$ cat config.mk
export PLATFORM = sky130hd
export DESIGN_NAME = vga_rx_monitor
export DESIGN_NICKNAME = d
export VERILOG_FILES = /design/src/rtl/vga_rx_monitor.sv
export SDC_FILE = /design/constraint.sdc
export NUM_CORES = 1
export LEC_CHECK = 0
export ABC_CLOCK_PERIOD_IN_PS = 6050
export BUFFER_PORTS_ARGS = -buffer_cell sky130_fd_sc_hd__buf_2
export CAP_MARGIN = 15
export CORE_UTILIZATION = 45
export CTS_CLUSTER_DIAMETER = 100
export DETAILED_ROUTE_END_ITERATION = 6
export PLACE_DENSITY = 0.67
export SLEW_MARGIN = 20
export SYNTH_ARGS = -nofsm -noshare
export SYNTH_HDL_FRONTEND = slang
export SYNTH_SLANG_ARGS = --single-unit
$ cat constraint.sdc
create_clock -name clk -period 6.05 [get_ports clk]
set_input_delay 0 -clock clk [delete_from_list [all_inputs] [get_ports clk]]
set_output_delay 0 -clock clk [all_outputs]
set_load 0.02 [all_outputs]
$ cat src/rtl/vga_rx_monitor.sv
// vga_rx_monitor: recovers sync timing, pixel coordinates and colour from the TinyVGA PMOD bus and locks to the expected timing.
// Define VGA_RX_SIG_EN to add a CRC-16-CCITT signature over each fully locked frame's active pixels.
module vga_rx_monitor #(
  parameter int H_TOTAL     = 800,
  parameter int H_SYNC      = 96,
  parameter int H_ACT_START = 144,
  parameter int H_ACTIVE    = 640,
  parameter int V_TOTAL     = 525,
  parameter int V_ACT_START = 34,
  parameter int V_ACTIVE    = 480,
  parameter int LOCK_FRAMES = 2
) (
  input  logic        clk,
  input  logic        rst_n,
  input  logic [7:0]  vga_in,
  output logic        pix_valid,
  output logic [9:0]  pix_x,
  output logic [9:0]  pix_y,
  output logic [5:0]  rgb,
  output logic        locked,
  output logic        frame_done,
  output logic [9:0]  h_total_meas,
  output logic [6:0]  h_sync_meas,
  output logic [9:0]  v_total_meas,
  output logic        err,
  output logic [15:0] frame_sig
);
  typedef enum logic [1:0] {SEARCH, MEASURE, LOCKED} state_t;
  state_t state, state_nxt;
  logic [7:0] in_q;
  logic hs_q, vs_q, hs_d, vs_d, hs_fall, hs_rise, vs_fall, close;
  logic [9:0] h_reg, h_cnt, v_cnt;
  logic seen_hf, seen_close, vs_pend, frame_bad;
  logic len_bad, wid_bad, vtot_bad, sat_bad, any_bad, good_frame, pv;
  logic [1:0] good_cnt, good_nxt;
  assign hs_q = in_q[7];
  assign vs_q = in_q[3];
  assign locked = state == LOCKED;
  always_comb begin
    hs_fall = hs_d & ~hs_q;
    hs_rise = ~hs_d & hs_q;
    vs_fall = vs_d & ~vs_q;
    close = hs_fall & vs_pend;
    h_cnt = hs_fall ? '0 : (&h_reg ? h_reg : h_reg + 10'd1);
    len_bad = hs_fall & seen_hf & (h_reg + 10'd1 != 10'(H_TOTAL));
    wid_bad = hs_rise & seen_hf & (h_cnt != 10'(H_SYNC));
    vtot_bad = close & (v_cnt + 10'd1 != 10'(V_TOTAL));
    sat_bad = &h_reg | &v_cnt;
    any_bad = len_bad | wid_bad | vtot_bad | sat_bad;
    good_frame = ~(frame_bad | any_bad);
    pv = h_cnt >= 10'(H_ACT_START) && h_cnt < 10'(H_ACT_START + H_ACTIVE) &&
         v_cnt >= 10'(V_ACT_START) && v_cnt < 10'(V_ACT_START + V_ACTIVE) && locked;
    state_nxt = state;
    good_nxt = good_cnt;
    case (state)
      SEARCH: if (vs_fall) begin
        state_nxt = MEASURE;
        good_nxt = '0;
      end
      MEASURE: if (close) begin
        good_nxt = good_frame ? good_cnt + 2'd1 : '0;
        state_nxt = (good_frame && good_cnt + 2'd1 == 2'(LOCK_FRAMES)) ? LOCKED : MEASURE;
      end
      LOCKED: if (any_bad) state_nxt = SEARCH;
      default: state_nxt = SEARCH;
    endcase
  end
  always_ff @(posedge clk) begin
    if (!rst_n) begin
      in_q <= 8'h88;
      hs_d <= 1'b1;
      vs_d <= 1'b1;
      h_reg <= '0;
      v_cnt <= '0;
      seen_hf <= 1'b0;
      seen_close <= 1'b0;
      vs_pend <= 1'b0;
      frame_bad <= 1'b1;
      good_cnt <= '0;
      state <= SEARCH;
      err <= 1'b0;
      frame_done <= 1'b0;
      h_total_meas <= '0;
      h_sync_meas <= '0;
      v_total_meas <= '0;
      pix_valid <= 1'b0;
      pix_x <= '0;
      pix_y <= '0;
      rgb <= '0;
    end else begin
      in_q <= vga_in;
      hs_d <= hs_q;
      vs_d <= vs_q;
      h_reg <= h_cnt;
      if (hs_fall) begin
        seen_hf <= 1'b1;
        if (seen_hf) h_total_meas <= h_reg + 10'd1;
        v_cnt <= vs_pend ? '0 : (&v_cnt ? v_cnt : v_cnt + 10'd1);
        if (vs_pend) seen_close <= 1'b1;
        if (vs_pend && seen_close) v_total_meas <= v_cnt + 10'd1;
      end
      if (hs_rise && seen_hf) h_sync_meas <= |h_cnt[9:7] ? 7'h7f : h_cnt[6:0];
      // a line closing on the vsync-fall clock still belongs to the ending frame
      vs_pend <= vs_fall | (vs_pend & ~hs_fall);
      frame_bad <= (state == SEARCH) | (~close & (frame_bad | any_bad));
      good_cnt <= good_nxt;
      state <= state_nxt;
      err <= err | (locked & any_bad);
      frame_done <= vs_fall;
      pix_valid <= pv;
      pix_x <= pv ? h_cnt - 10'(H_ACT_START) : '0;
      pix_y <= pv ? v_cnt - 10'(V_ACT_START) : '0;
      rgb <= pv ? {in_q[0], in_q[4], in_q[1], in_q[5], in_q[2], in_q[6]} : '0;
    end
  end
`ifdef VGA_RX_SIG_EN
  logic [15:0] crc, crc_nxt;
  logic lock_all;
  always_comb begin
    crc_nxt = crc;
    for (int i = 5; i >= 0; i--)
      crc_nxt = {crc_nxt[14:0], 1'b0} ^ ((crc_nxt[15] ^ rgb[i]) ? 16'h1021 : 16'h0000);
  end
  always_ff @(posedge clk) begin
    if (!rst_n) begin
      crc <= 16'hffff;
      lock_all <= 1'b0;
      frame_sig <= '0;
    end else if (frame_done) begin
      crc <= 16'hffff;
      lock_all <= locked;
      if (lock_all && locked) frame_sig <= crc;
    end else begin
      lock_all <= lock_all & locked;
      if (pix_valid) crc <= crc_nxt;
    end
  end
`else
  assign frame_sig = '0;
`endif
endmodule

# After elaboration in Yosys (flattened, before gate mapping)
# Cells that the tools add are included.
dict set report totals {
  regBits 94
  inputBits 10
  out_inout_bits 73
  word_cells 98
}
dict set report op_classes {
  n_addsub 5
  magnitude_cmp 4
  eq_ne 10
  n_mux 14
  n_bitwise 26
  reduce_logical 19
}
# operator n
set op_table {}
lappend op_table {{10-bit 2-to-1 mux} 4}
lappend op_table {{10-bit by 1-bit adder with 10-bit output, second input constant} 2}
lappend op_table {{10-bit less-than comparator, second input constant} 2}
lappend op_table {{10-bit != test, second input constant} 2}
lappend op_table {{10-bit AND reduction} 2}
lappend op_table {{2-bit 2-to-1 mux} 7}
lappend op_table {{1-bit bitwise AND} 12}
lappend op_table {{10-bit by 6-bit >= comparator with 1-bit output, second input constant} 1}
lappend op_table {{10-bit by 8-bit >= comparator with 1-bit output, second input constant} 1}
lappend op_table {{10-bit by 7-bit != test with 1-bit output, second input constant} 1}
lappend op_table {{2-bit AND reduction} 5}
lappend op_table {{10-bit by 6-bit subtractor with 10-bit output, second input constant} 1}
lappend op_table {{10-bit by 8-bit subtractor with 10-bit output, second input constant} 1}
lappend op_table {{1-bit OR} 8}
lappend op_table {{1-bit logical AND} 7}
lappend op_table {{7-bit 2-to-1 mux} 1}
lappend op_table {{2-bit != test, second input constant} 3}
lappend op_table {{1-bit inverter} 6}
lappend op_table {{2-bit case mux with 3 select lines} 1}
lappend op_table {{3-bit AND reduction} 2}
lappend op_table {{2-bit equality test, second input constant} 2}
lappend op_table {{2-bit case mux with 2 select lines} 1}
lappend op_table {{3-bit OR reduction} 1}
lappend op_table {{2-bit by 1-bit adder with 2-bit output, second input constant} 1}
lappend op_table {{4 further kinds} 4}

# Longest topological paths before layout
# Gate-level depths: netlist of run 1.
dict set report logic_depth {
  depth_word 14
  mapped_depth 12
  ltp_nobuf 10
}

# Worst setup path after synthesis of run 1
# Ideal clock, no wire load.
dict set report synth_timing {
  path_type {reg-to-reg}
  startpoint {register h_reg[8]}
  endpoint {register pix_x[4]}
  setup_ns 0.127
  t_arrival_ns 2.244
  required_ns 5.923
  setup_slack_ns 3.679
  stages_incl_launch_ff 13
  n_path_buf 2
  period_less_slack_ns 2.371
  cell_sequence {dfxtp_1 clkbuf_1 nand3_1 nor2_1 nor2_1 nor3_1 inv_1 ha_1 o31ai_1 o2111ai_1 o211ai_2 buf_6 nor2_1}
}
dict set report synth_via {
  elab_chain_cells 9
  word_cells_on_any_way 12
  cone_classes {add/sub: 2; order compare: 2; mux: 2; reduce/logical: 6}
}
# element line_no
set synth_rtl {}
lappend synth_rtl {{from (decl)} 32} ;# logic [9:0] h_reg, h_cnt, v_cnt;
lappend synth_rtl {{from (signal assigned)} 94} ;# h_reg <= h_cnt;
lappend synth_rtl {{10-bit AND reduction *} 44} ;# h_cnt = hs_fall ? '0 : (&h_reg ? h_reg : h_reg + 10'd1);
lappend synth_rtl {{10-bit 2-to-1 mux * (2 in series)} 44}
lappend synth_rtl {{named net h_cnt[4]} 32}
lappend synth_rtl {{10-bit by 8-bit >= comparator with 1-bit output or 10-bit less-than comparator (tied branches)} 51} ;# pv = h_cnt >= 10'(H_ACT_START) && h_cnt < 10'(H_ACT_START + H_ACTIVE) &&
lappend synth_rtl {{1-bit logical AND (2 in series)} 51}
lappend synth_rtl {{1-bit logical AND (2 in series)} 52} ;# v_cnt >= 10'(V_ACT_START) && v_cnt < 10'(V_ACT_START + V_ACTIVE) && locked;
lappend synth_rtl {{2-bit AND reduction (no line)} --}
lappend synth_rtl {{to (signal assigned)} 111} ;# pix_x <= pv ? h_cnt - 10'(H_ACT_START) : '0;
lappend synth_rtl {{to (decl)} 17} ;# output logic [9:0] pix_x,
# Mark *: on every way through the listed nets, which the timed path passes. The rest lies on a longest branch.
# A chain may end at the register's enable or synchronous reset.

# Worst setup path after layout of run 1
dict set report layout_timing {
  startpoint {register h_reg[0]}
  endpoint {register pix_x[3]}
}
dict set report layout_via {
  elab_chain_cells 9
  word_cells_on_any_way 12
  cone_classes {add/sub: 2; order compare: 2; mux: 2; reduce/logical: 6}
}
# element line_no
set layout_rtl {}
lappend layout_rtl {{10-bit by 1-bit adder with 10-bit output or 10-bit AND reduction (tied branches)} 44}
lappend layout_rtl {{10-bit 2-to-1 mux * (2 in series)} 44}
lappend layout_rtl {{named net h_cnt[4]} 32}
lappend layout_rtl {{10-bit by 8-bit >= comparator with 1-bit output or 10-bit less-than comparator (tied branches)} 51}
lappend layout_rtl {{1-bit logical AND * (2 in series)} 51}
lappend layout_rtl {{1-bit logical AND * (2 in series)} 52}
lappend layout_rtl {{2-bit AND reduction (no line) *} --}
# Marks and branches as above.

==> results of run 1 <==
[cell type report]
type / instances / area share (%)
well taps: 108 / 2.843
inverters: 20 / 1.579
flip-flops and latches: 94 / 39.59
clock inverters: 6 / 1.553
clock buffers: 10 / 2.895
multi-input cells: 336 / 42.43
repair buffers: 77 / 9.108
[layer usage]
layer,up-vias,part of all wire (%),global-route usage [%]
met4,0,1.0,6.659
met2,103,42,29.79
met5,-,0,0
met3,9,5.5,3.688
li1,1738,-,-
met1,1594,51,30.18
[cells in the mapped netlist (all sizes together), types with 3 or more instances]
cell	instances
xor2	9
nand2	21
nor2	75
nor3	11
nor2b	3
dfxtp	94
a21o	5
inv	20
ha	10
xnor2	12
o2111ai	3
a211oi	17
a21oi	26
nand4	6
nand2b	6
o31ai	4
or3	7
and2	13
o21ai	15
clkbuf	22
and3b	5
or2	5
and4	4
mux2i	6
buf	27
and3	9
nand3	19
o41ai	5
[cell families after synthesis]
group,count (synthesis),synth area share (%)
adder cells (fa/ha/maj),10,2.983
multiplexers,6,1.432
buffers and inverters,69,8.383
XOR/XNOR,21,4.386
other,1,0.08941
AND/OR/NAND/NOR,193,23.33
flip-flops,94,44.87
AO/OA/AOI/OAI,90,14.53
[layout by cell type (no fill, tap or decap), types with 3 or more instances in the layout]
cell type,count
sky130_fd_sc_hd__o31ai_1,4
sky130_fd_sc_hd__buf_4,3
sky130_fd_sc_hd__clkbuf_8,10
sky130_fd_sc_hd__nand4_1,6
sky130_fd_sc_hd__and2_1,13
sky130_fd_sc_hd__and3_1,9
sky130_fd_sc_hd__nor2_1,75
sky130_fd_sc_hd__xor2_1,9
sky130_fd_sc_hd__xnor2_1,12
sky130_fd_sc_hd__inv_6,4
sky130_fd_sc_hd__and4_1,4
sky130_fd_sc_hd__a21oi_1,26
sky130_fd_sc_hd__nor2b_1,3
sky130_fd_sc_hd__mux2i_1,6
sky130_fd_sc_hd__o2111ai_1,3
sky130_fd_sc_hd__a21o_1,5
sky130_fd_sc_hd__buf_2,66
sky130_fd_sc_hd__nor3_1,11
sky130_fd_sc_hd__dfxtp_1,94
sky130_fd_sc_hd__dlygate4sd3_1,8
sky130_fd_sc_hd__o41ai_1,5
sky130_fd_sc_hd__inv_1,20
sky130_fd_sc_hd__a211oi_1,16
sky130_fd_sc_hd__or2_2,5
sky130_fd_sc_hd__or3_1,6
sky130_fd_sc_hd__nand3_1,18
sky130_fd_sc_hd__and3b_1,5
sky130_fd_sc_hd__nand2b_1,6
sky130_fd_sc_hd__ha_1,10
sky130_fd_sc_hd__o21ai_0,14
sky130_fd_sc_hd__nand2_1,21
sky130_fd_sc_hd__conb_1,16
[worst max path at each step]
stage | end | slack (ns) | depth (start not counted)
6_report | pix_x[3] | 3.12 | 11
5_1_grt | pix_x[3] | 2.84 | 11
4_1_cts | pix_x[3] | 3.13 | 11
3_5_place_dp | pix_x[3] | 3.15 | 11
3_3_place_gp | pix_x[3] | 3.25 | 11
2_1_floorplan | pix_x[4] | 3.68 | 12
[power by group through the flow]
stage | clock network, mW | logic (mW) | registers, mW
after floorplan | 0 | 0.0510 | 0.653
after global placement | 0 | 0.0632 | 0.651
after detailed placement | 0 | 0.0637 | 0.651
after CTS | 0.449 | 0.0677 | 0.637
after global routing | 0.474 | 0.0745 | 0.639
final | 0.439 | 0.0681 | 0.637
[what timing repair did]
item,in CTS,in global routing
hold buffers,8,0
endpoints found under the hold margin,8,0
endpoints found under the setup margin,0,0
==> parameters.txt, run 1 <==
Parameter                              Value

Worst hold path
  Endpoint with the worst hold slack    vs_d
  Worst hold-check path type    in -> reg
  Worst hold start    rst_n
  Count of cells along the worst hold path    2

Power
  Cell internal pwr    0.8604 mW
  Net switching fraction of the power    ~25%
  Post-layout power    1.144 mW
  Worst vdd rail ir drop    between 0.1 and 0.15 mV
  Power density cells    240.6 nW/um2
  Fraction of power consumed by combinational cells    6.0%
  Part of the power in the clock network    38.4%
  Leakage power of the design    just over 2 nW
  Switching power total    roughly 0.28 mW
  Sequential share of power    a little under three fifths

Critical path
  Crit end category    flop
  Beginning of the worst register-to-register path    h_reg[0]
  Crit path launch    h_reg[0]
  Highest-delay cell along the critical path    sky130_fd_sc_hd__dfxtp_1
  Largest stage delay on the critical path    0.45 ns
  Register-to-register path setup slack    3.12 ns
  Maximum fanout along the worst path    26
  Reg2reg end    pix_x[3]
  Critical Path Start Type    flop
  Cell chain of the critical path    ha_1 -> and2_1 -> a21oi_1 -> nor3_1 -> inv_1 -> ha_1 -> o31ai_1 -> o2111ai_1 -> o211ai_2 -> buf_4 -> and2b_1
  Number of buffers and inverters on the critical path    2
  Worst endpoint data arrival time    between 3 and 4 ns
  Crit-path leading delay family    simple AND/OR/NAND/NOR gates
  Most numerous cell on the critical path    sky130_fd_sc_hd__ha_1
  Worst Reg2Reg Path Length in Cells    11
  Required time at the worst-slack endpoint    6.30 ns
  Type of the worst setup path    reg -> reg

Clock tree
  Maximum level of the CTS H-tree    3
  Latest clock arrival within the worst-skew pair    0.36 ns
  Setup repair bufs after CTS    0
  Post-cts repair resize count    0
  Total clock sinks    94
  Clock transition at path regs    0.10 ns
  Number of clock buffers inserted by TritonCTS    9
  Cell at the root of the clock tree    sky130_fd_sc_hd__clkbuf_8
  Maximum clock path buffer count    2
  TritonCTS clock tree    built

Detailed routing
  Initial detailed-routing violation count    205
  DR vias    3444
  Antenna-violating nets left    0
  Vias per Instance    5.290
  DRC    0
  Routed length per placed instance    14.63 um
  Drt first pass iters    7
  Aggregate routed wire length    between 9000 and 10000 um

STA
  Highest attainable clock frequency    341.6 MHz
  Worst slew margin relative to its limit    43.69%
  Min Clock Period, post-route    2.928 ns
  Final Hold Vio Count    0
  Setup repair after global routing missed its margin    no
  Layout Skew    0.01339 ns
  Final Setup Violations    0
  Slew at the pin with the worst max-slew slack    0.8337 ns
  Final total negative setup slack    0 ns
  Final WS setup    between 3 and 4 ns
  Minimum hold slack    slightly below 0.05 ns
  Final number of max-transition violations    0
  Final critical-path share of the clock period    about half

Synth
  Mean area per synthesized cell    8.665 um2
  Post-synthesis instance area    roughly 4200 um2
  Prevailing post-synth register cell    sky130_fd_sc_hd__dfxtp_1
  Cell type with the largest total area after synthesis    sky130_fd_sc_hd__dfxtp_1
  Seq/Total Area, Yosys    approximately 45%
  Share of flip-flops with an asynchronous set or reset after synthesis    0%
  Number of cells produced by synthesis    484
  Number of flops mapped to enable cells by yosys    0
  Share of Yosys cell area claimed by the top area cell type    44.87%
  Cell variety after synth    53
  Number of synthesized register bits    94
  Area contributors post-synth    sky130_fd_sc_hd__dfxtp_1 (45%), sky130_fd_sc_hd__nor2_1 (6.7%), sky130_fd_sc_hd__a21oi_1 (3.1%)
  Number of warnings printed during yosys synthesis    0

GRT
  Wire length of the first global-routing pass    15560 um
  Global route overflow    0
  Maximum number of pins on one net before global-route repair    39
  Gr usage total    between 20 and 25%
  Antenna violations before repair    0
  Via count of the first global-routing pass    3028

Floorplanning
  Full die area    9710 um2
  DIE WIDTH    98.54 um
  Number of placed I/O pins    slightly above 80
  Effective utilization at floorplan    47.17%
  CORE AREA    8891 um2
  Row cnt    34
  Y dimension of the die    98.54 um

Placed design
  Final GP Congestion    0.8802
  Detailed-placement wirelength estimate    6745 um
  Number of instances in the placed design    roughly 630
  Post-place instance area    around 4500 um2
  Count of buffers from port buffering    66
  Worst slack at placement    approximately 3.1 ns

Cells and area
  Number of nets in the layout    558
  Number of fill cells    857
  Utilization after layout    53.46%
  Post-route non-filler standard cell count    between 600 and 700
  Total inserted antenna cells    0
  Total area of multi-input combinational cells    between 2000 and 2500 um2
  Final Instance Area    4753 um2
  Register area    1882 um2
  Share of cells above drive strength 1    a little under a fifth
  Area growth from synthesis to layout    13.34%

Outcome
  Result of the run    finished, final reports clean

Run
  Max capacitance violation total    0
Power figures use the tool's default switching activity.
==> inputs of run 2 (changes only) <==
--- a/config.mk
+++ b/config.mk
@@ -5,13 +5,13 @@
 export SDC_FILE = /design/constraint.sdc
 export NUM_CORES = 1
 export LEC_CHECK = 0
-export ABC_CLOCK_PERIOD_IN_PS = 6050
+export ABC_CLOCK_PERIOD_IN_PS = 2490
 export BUFFER_PORTS_ARGS = -buffer_cell sky130_fd_sc_hd__buf_2
 export CAP_MARGIN = 15
 export CORE_UTILIZATION = 45
 export CTS_CLUSTER_DIAMETER = 100
 export DETAILED_ROUTE_END_ITERATION = 6
-export PLACE_DENSITY = 0.67
+export PLACE_DENSITY = 0.7
 export SLEW_MARGIN = 20
 export SYNTH_ARGS = -nofsm -noshare
 export SYNTH_HDL_FRONTEND = slang
==> constraint.sdc (replaced) <==
create_clock -name clk -period 2.49 [get_ports clk]
set_input_delay 0 -clock clk [delete_from_list [all_inputs] [get_ports clk]]
set_output_delay 0 -clock clk [all_outputs]
set_load 0.02 [all_outputs]
==> parameters.txt, run 2 (synthesized netlist as in run 1, its figures left out) <==
Parameter                              Value

Outcome
  Result of the run    finished with violations
  Violated checks    DRC

Detailed routing
  Antenna-violating nets left    0
  Initial detailed-routing violation count    roughly 240
  DRC    3
  Drt first pass iters    7
  Vias per Instance    5.351
  Routed length per placed instance    14.85 um
  DR vias    3708
  Aggregate routed wire length    between 10000 and 15000 um

GRT
  Gr usage total    21.77%
  Via count of the first global-routing pass    roughly 3300
  Wire length of the first global-routing pass    16530 um
  Global route overflow    0
  Maximum number of pins on one net before global-route repair    36
  Antenna violations before repair    0

Cells and area
  Highest-count cells in the layout ignoring fill and taps    sky130_fd_sc_hd__dfxtp_1 (92), sky130_fd_sc_hd__nor2_1 (74), sky130_fd_sc_hd__buf_2 (66)
  Area growth from synthesis to layout    22.85%
  Most common library cell in the layout ignoring fill and taps    sky130_fd_sc_hd__dfxtp_1
  Total inserted antenna cells    0
  Utilization after layout    57.95%
  Share of cells above drive strength 1    26.50%
  Number of nets in the layout    600

Critical path
  Number of buffers and inverters on the critical path    1
  Reg2reg end    pix_y[5]
  Cell chain of the critical path    or3_4 -> or3_4 -> or4_4 -> a211oi_4 -> o211ai_2 -> buf_6 -> nor3_1
  Crit path launch    v_cnt[6]
  Worst Reg2Reg Path Length in Cells    7
  Register-to-register path setup slack    around 0.085 ns
  Critical Path Start Type    flop
  Crit-path leading delay family    simple AND/OR/NAND/NOR gates
  Required time at the worst-slack endpoint    2.80 ns
  Maximum fanout along the worst path    17
  Largest stage delay on the critical path    between 0.4 and 0.5 ns
  Most numerous cell on the critical path    sky130_fd_sc_hd__or3_4
  Number of cells on the critical path    7
  Worst endpoint data arrival time    2.71 ns
  Beginning of the worst register-to-register path    v_cnt[6]
  Type of the worst setup path    reg -> reg
  Highest-delay cell along the critical path    sky130_fd_sc_hd__or4_4
  Crit end category    flop
  Capture point of the worst path    pix_y[5]

Power
  Leakage power of the design    2.281 nW
  Power density cells    between 500 and 600 nW/um2
  Worst vdd rail ir drop    about 0.35 mV
  Post-layout power    2.844 mW

Floorplanning
  CORE AREA    between 8000 and 9000 um2
  Row cnt    34
  Y dimension of the die    98.54 um
  Number of placed I/O pins    83
  Effective utilization at floorplan    47.17%
  Full die area    around 9700 um2
  DIE WIDTH    98.54 um

Clock tree
  Maximum clock path buffer count    2
  Maximum level of the CTS H-tree    3
  Total clock sinks    94
  TritonCTS clock tree    built
  Number of clock buffers inserted by TritonCTS    9
  Latest clock arrival within the worst-skew pair    0.37 ns
  Cell at the root of the clock tree    sky130_fd_sc_hd__clkbuf_8
  Clock transition at path regs    0.11 ns

STA
  Final Setup Violations    0
  Setup repair after global routing missed its margin    yes
  Worst slew margin relative to its limit    52.44%
  Final Hold Vio Count    0
  Minimum hold slack    0.05072 ns
  Final number of max-transition violations    0
  Highest attainable clock frequency    415.8 MHz
  Final total negative setup slack    0 ns
  Layout Skew    0.01011 ns
  Min Clock Period, post-route    2.405 ns
  Final critical-path share of the clock period    just under 100%
  Slew at the pin with the worst max-slew slack    between 0.7 and 0.8 ns

Placed design
  Final GP Congestion    between 1 and 1.5
  Detailed-placement wirelength estimate    between 7000 and 8000 um
  Count of buffers from port buffering    66

Run
  Max capacitance violation total    0

Worst hold path
  Worst hold-check path type    in -> reg
-- run 2: changes by cell type in the layout (fill, tap and decap cells not counted), sizes merged --
cell    delta
inv        +1
buf       +42
clkbuf     -1
-- run 2: worst register-to-register path, stage by stage, from the launching register on --
cell                       delay, ns
sky130_fd_sc_hd__dfxtp_1        0.34
sky130_fd_sc_hd__or3_4          0.41
sky130_fd_sc_hd__or3_4          0.35
sky130_fd_sc_hd__or4_4          0.44
sky130_fd_sc_hd__a211oi_4       0.31
sky130_fd_sc_hd__o211ai_2       0.15
sky130_fd_sc_hd__buf_6          0.18
sky130_fd_sc_hd__nor3_1         0.17
-- run 2: report_power, final --
group,internal (mW),switching (mW)
clock,0.501,0.613
combinational,0.0654,0.119
sequential,1.53,0.0177
total,2.09,0.750
-- run 2: area by class of cell --
| class | count | area (um2) |
|---|---|---|
| clock buffers | 9 | 123.9 |
| clock inverters | 7 | 97.59 |
| fillers | 834 | 3739 |
| inverters | 20 | 75.07 |
| multi-input cells | 336 | 2081 |
| flip-flops and latches | 94 | 1884 |
| well taps | 108 | 135.1 |
| repair buffers | 119 | 755.7 |
-- run 2: worst min path at each step --
| stage | slack [ns] | endpoint | cells past startpoint | startpoint |
|---|---|---|---|---|
| 2_1_floorplan | 0.10 | in_q[3] | 1 | vga_in[3] |
| 3_3_place_gp | 0.18 | in_q[3] | 2 | vga_in[3] |
| 3_5_place_dp | 0.19 | in_q[7] | 2 | vga_in[7] |
| 4_1_cts | 0.04 | vs_d | 2 | rst_n |
| 5_1_grt | 0.06 | vs_d | 2 | rst_n |
| 6_report | 0.05 | vs_d | 2 | rst_n |
-- run 2: layer usage --
| layer | track usage [%] | vias up | part of all wire (%) |
|---|---|---|---|
| met2 | 32.67 | 141 | 44 |
| met5 | 0 | - | 0 |
| met3 | 4.468 | 22 | 6.2 |
| met1 | 31.41 | 1718 | 48 |
| met4 | 6.774 | 0 | 1.7 |
| li1 | - | 1827 | - |
-- run 2: timing repair --
action,4_1_cts,5_1_grt
hold buffers,8,0
resized for setup,1,18
setup endpoints to repair,2,30
pin swaps,1,3
endpoints found under the hold margin,8,0
setup buffers,0,1
-- run 2: stage by stage --
step / instance area (um2) / setup WS (ns) / std cells
floorplan: 4250 / 0.1188 / 499
global route: 5152 / -0.003031 / 693
global placement: 4770 / 0.02093 / 668
finish: 5152 / 0.08483 / 693
detailed placement: 4770 / 0.0008751 / 668
CTS: 5079 / 0.002354 / 692
==> inputs of run 3 (changes only) <==
--- a/config.mk
+++ b/config.mk
@@ -11,7 +11,7 @@
 export CORE_UTILIZATION = 45
 export CTS_CLUSTER_DIAMETER = 100
 export DETAILED_ROUTE_END_ITERATION = 6
-export PLACE_DENSITY = 0.7
+export PLACE_DENSITY_LB_ADDON = 0.2
 export SLEW_MARGIN = 20
 export SYNTH_ARGS = -nofsm -noshare
 export SYNTH_HDL_FRONTEND = slang
==> parameters.txt, run 3 (synthesized netlist as in run 1, its figures left out) <==
Parameter                              Value

STA
  Final total negative setup slack    0 ns
  Final number of max-transition violations    0
  Worst slew margin relative to its limit    a little over a third
  Min Clock Period, post-route    around 2.4 ns
  Final Setup Violations    0
  Final Hold Vio Count    0
  Highest attainable clock frequency    about 420 MHz
  Layout Skew    roughly 0.008 ns
  Final critical-path share of the clock period    95.66%
  Slew at the pin with the worst max-slew slack    approximately 0.95 ns

Critical path
  Worst endpoint data arrival time    2.67 ns
  Critical Path Start Type    flop
  Maximum fanout along the worst path    12
  Register-to-register path setup slack    0.11 ns
  Required time at the worst-slack endpoint    around 2.8 ns
  Reg2reg end    pix_x[1]
  Beginning of the worst register-to-register path    v_cnt[6]
  Crit path launch    v_cnt[6]
  Type of the worst setup path    reg -> reg
  Crit end category    flop
  Worst Reg2Reg Path Length in Cells    7

GRT
  Global route overflow    0
  Via count of the first global-routing pass    about 3300
  Wire length of the first global-routing pass    16750 um
  Antenna violations before repair    0
  Gr usage total    22.19%
  Maximum number of pins on one net before global-route repair    29

Clock tree
  Maximum level of the CTS H-tree    3
  Latest clock arrival within the worst-skew pair    between 0.3 and 0.4 ns
  Cell at the root of the clock tree    sky130_fd_sc_hd__clkbuf_8
  Total clock sinks    94
  TritonCTS clock tree    built
  Clock transition at path regs    0.10 ns
  Number of clock buffers inserted by TritonCTS    9
  Maximum clock path buffer count    2

Outcome
  Result of the run    finished with violations
  Violated checks    DRC

Power
  Worst vdd rail ir drop    0.3093 mV
  Post-layout power    2.775 mW
  Leakage power of the design    2.277 nW
  Power density cells    541.7 nW/um2

Run
  Max capacitance violation total    0

Floorplanning
  Effective utilization at floorplan    47.17%
  Full die area    roughly 10000 um2
  Row cnt    34
  Number of placed I/O pins    83
  DIE WIDTH    98.54 um
  Y dimension of the die    a little under 100 um
  CORE AREA    between 8000 and 9000 um2

Worst hold path
  Worst hold-check path type    in -> reg
  Worst hold start    rst_n
  Endpoint with the worst hold slack    vs_d
  Count of cells along the worst hold path    3

Detailed routing
  Vias per Instance    5.204
  Drt first pass iters    7
  DRC    6
  Antenna-violating nets left    0
  DR vias    3622
  Initial detailed-routing violation count    196
  Routed length per placed instance    14.77 um
  Aggregate routed wire length    10280 um

Placed design
  Detailed-placement wirelength estimate    7789 um
  Final GP Congestion    0.9179
  Count of buffers from port buffering    66

Cells and area
  Total inserted antenna cells    0
  Number of nets in the layout    roughly 600
  Number of fill cells    approximately 820
  Highest-count cells in the layout ignoring fill and taps    sky130_fd_sc_hd__dfxtp_1 (89), sky130_fd_sc_hd__nor2_1 (75), sky130_fd_sc_hd__buf_2 (66)
  Area growth from synthesis to layout    22.17%
  Share of cells above drive strength 1    26.02%
  Most common library cell in the layout ignoring fill and taps    sky130_fd_sc_hd__dfxtp_1
## run 3: changes by cell type in the layout (fill, tap and decap cells not counted), moves of 2 or more
cell / before / now
sky130_fd_sc_hd__dfxtp_2: 2 / 5
sky130_fd_sc_hd__inv_8: 3 / 1
sky130_fd_sc_hd__a21oi_1: 24 / 26
sky130_fd_sc_hd__a21oi_2: 2 / 0
sky130_fd_sc_hd__dfxtp_1: 92 / 89
sky130_fd_sc_hd__buf_4: 43 / 47
## run 3: metal layers
metal	routed length (um)	up-vias	global-route usage (%)
li1	-	1838	-
met1	5151	1648	33.27
met2	4440	126	31.85
met3	554	10	4.610
met4	131	0	6.544
met5	0	-	0
## run 3: final cells by class
cell class	instances	area [um2]	share of cell area, %
Multi-Input combinational cell	336	2047	39.95
Sequential cell	94	1888	36.85
Inverter	20	75.07	1.465
Timing Repair Buffer	122	774.5	15.12
Tap cell	108	135.1	2.637
Clock buffer	9	123.9	2.418
Clock inverter	7	80.08	1.563
## run 3: how the worst max path moves through the flow
stage | cells after the start | to | slack (ns)
4_1_cts | 7 | pix_y[5] | 0.03
5_1_grt | 7 | pix_x[1] | -0.01
2_1_floorplan | 12 | pix_x[4] | 0.12
3_3_place_gp | 8 | good_cnt[0] | 0.13
3_5_place_dp | 7 | pix_y[5] | 0.06
6_report | 7 | pix_x[1] | 0.11
## run 3: report_power, final
| part | internal, mW | switching, mW | leakage, nW | total, mW |
|---|---|---|---|---|
| Sequential | 1.53 | 0.0184 | 0.764 | 1.55 |
| Combinational | 0.0681 | 0.117 | 1.41 | 0.185 |
| Clock | 0.480 | 0.565 | 0.103 | 1.04 |
| Total | 2.08 | 0.700 | 2.28 | 2.78 |
## run 3: repair_timing
action	in CTS	in global routing
hold buffers	8	0
setup buffers	0	1
hold endpoints to repair	8	0
gates resized for setup	0	11
endpoints found under the setup margin	0	27
## run 3: metrics by stage
stage	hold slack (ns)	util (%)	std cells	area, um2	worst slack [ns]
floorplan	0.1015	-	499	4250	0.1188
global placement	0.1887	53.90	671	4792	0.1266
detailed placement	0.1895	53.90	671	4792	0.05631
CTS	0.06330	57.09	695	5076	0.02802
global route	0.07998	57.63	696	5124	-0.01058
finish	0.06848	57.63	696	5124	0.1079
## run 3: worst max-delay path: stages (launching register included)
cell and delay (ns):
sky130_fd_sc_hd__dfxtp_1 0.33, sky130_fd_sc_hd__or3_4 0.40, sky130_fd_sc_hd__or3_4 0.35, sky130_fd_sc_hd__or4_1 0.42, sky130_fd_sc_hd__a211oi_2 0.28, sky130_fd_sc_hd__o211ai_2 0.17, sky130_fd_sc_hd__buf_6 0.18, sky130_fd_sc_hd__nor3_1 0.17
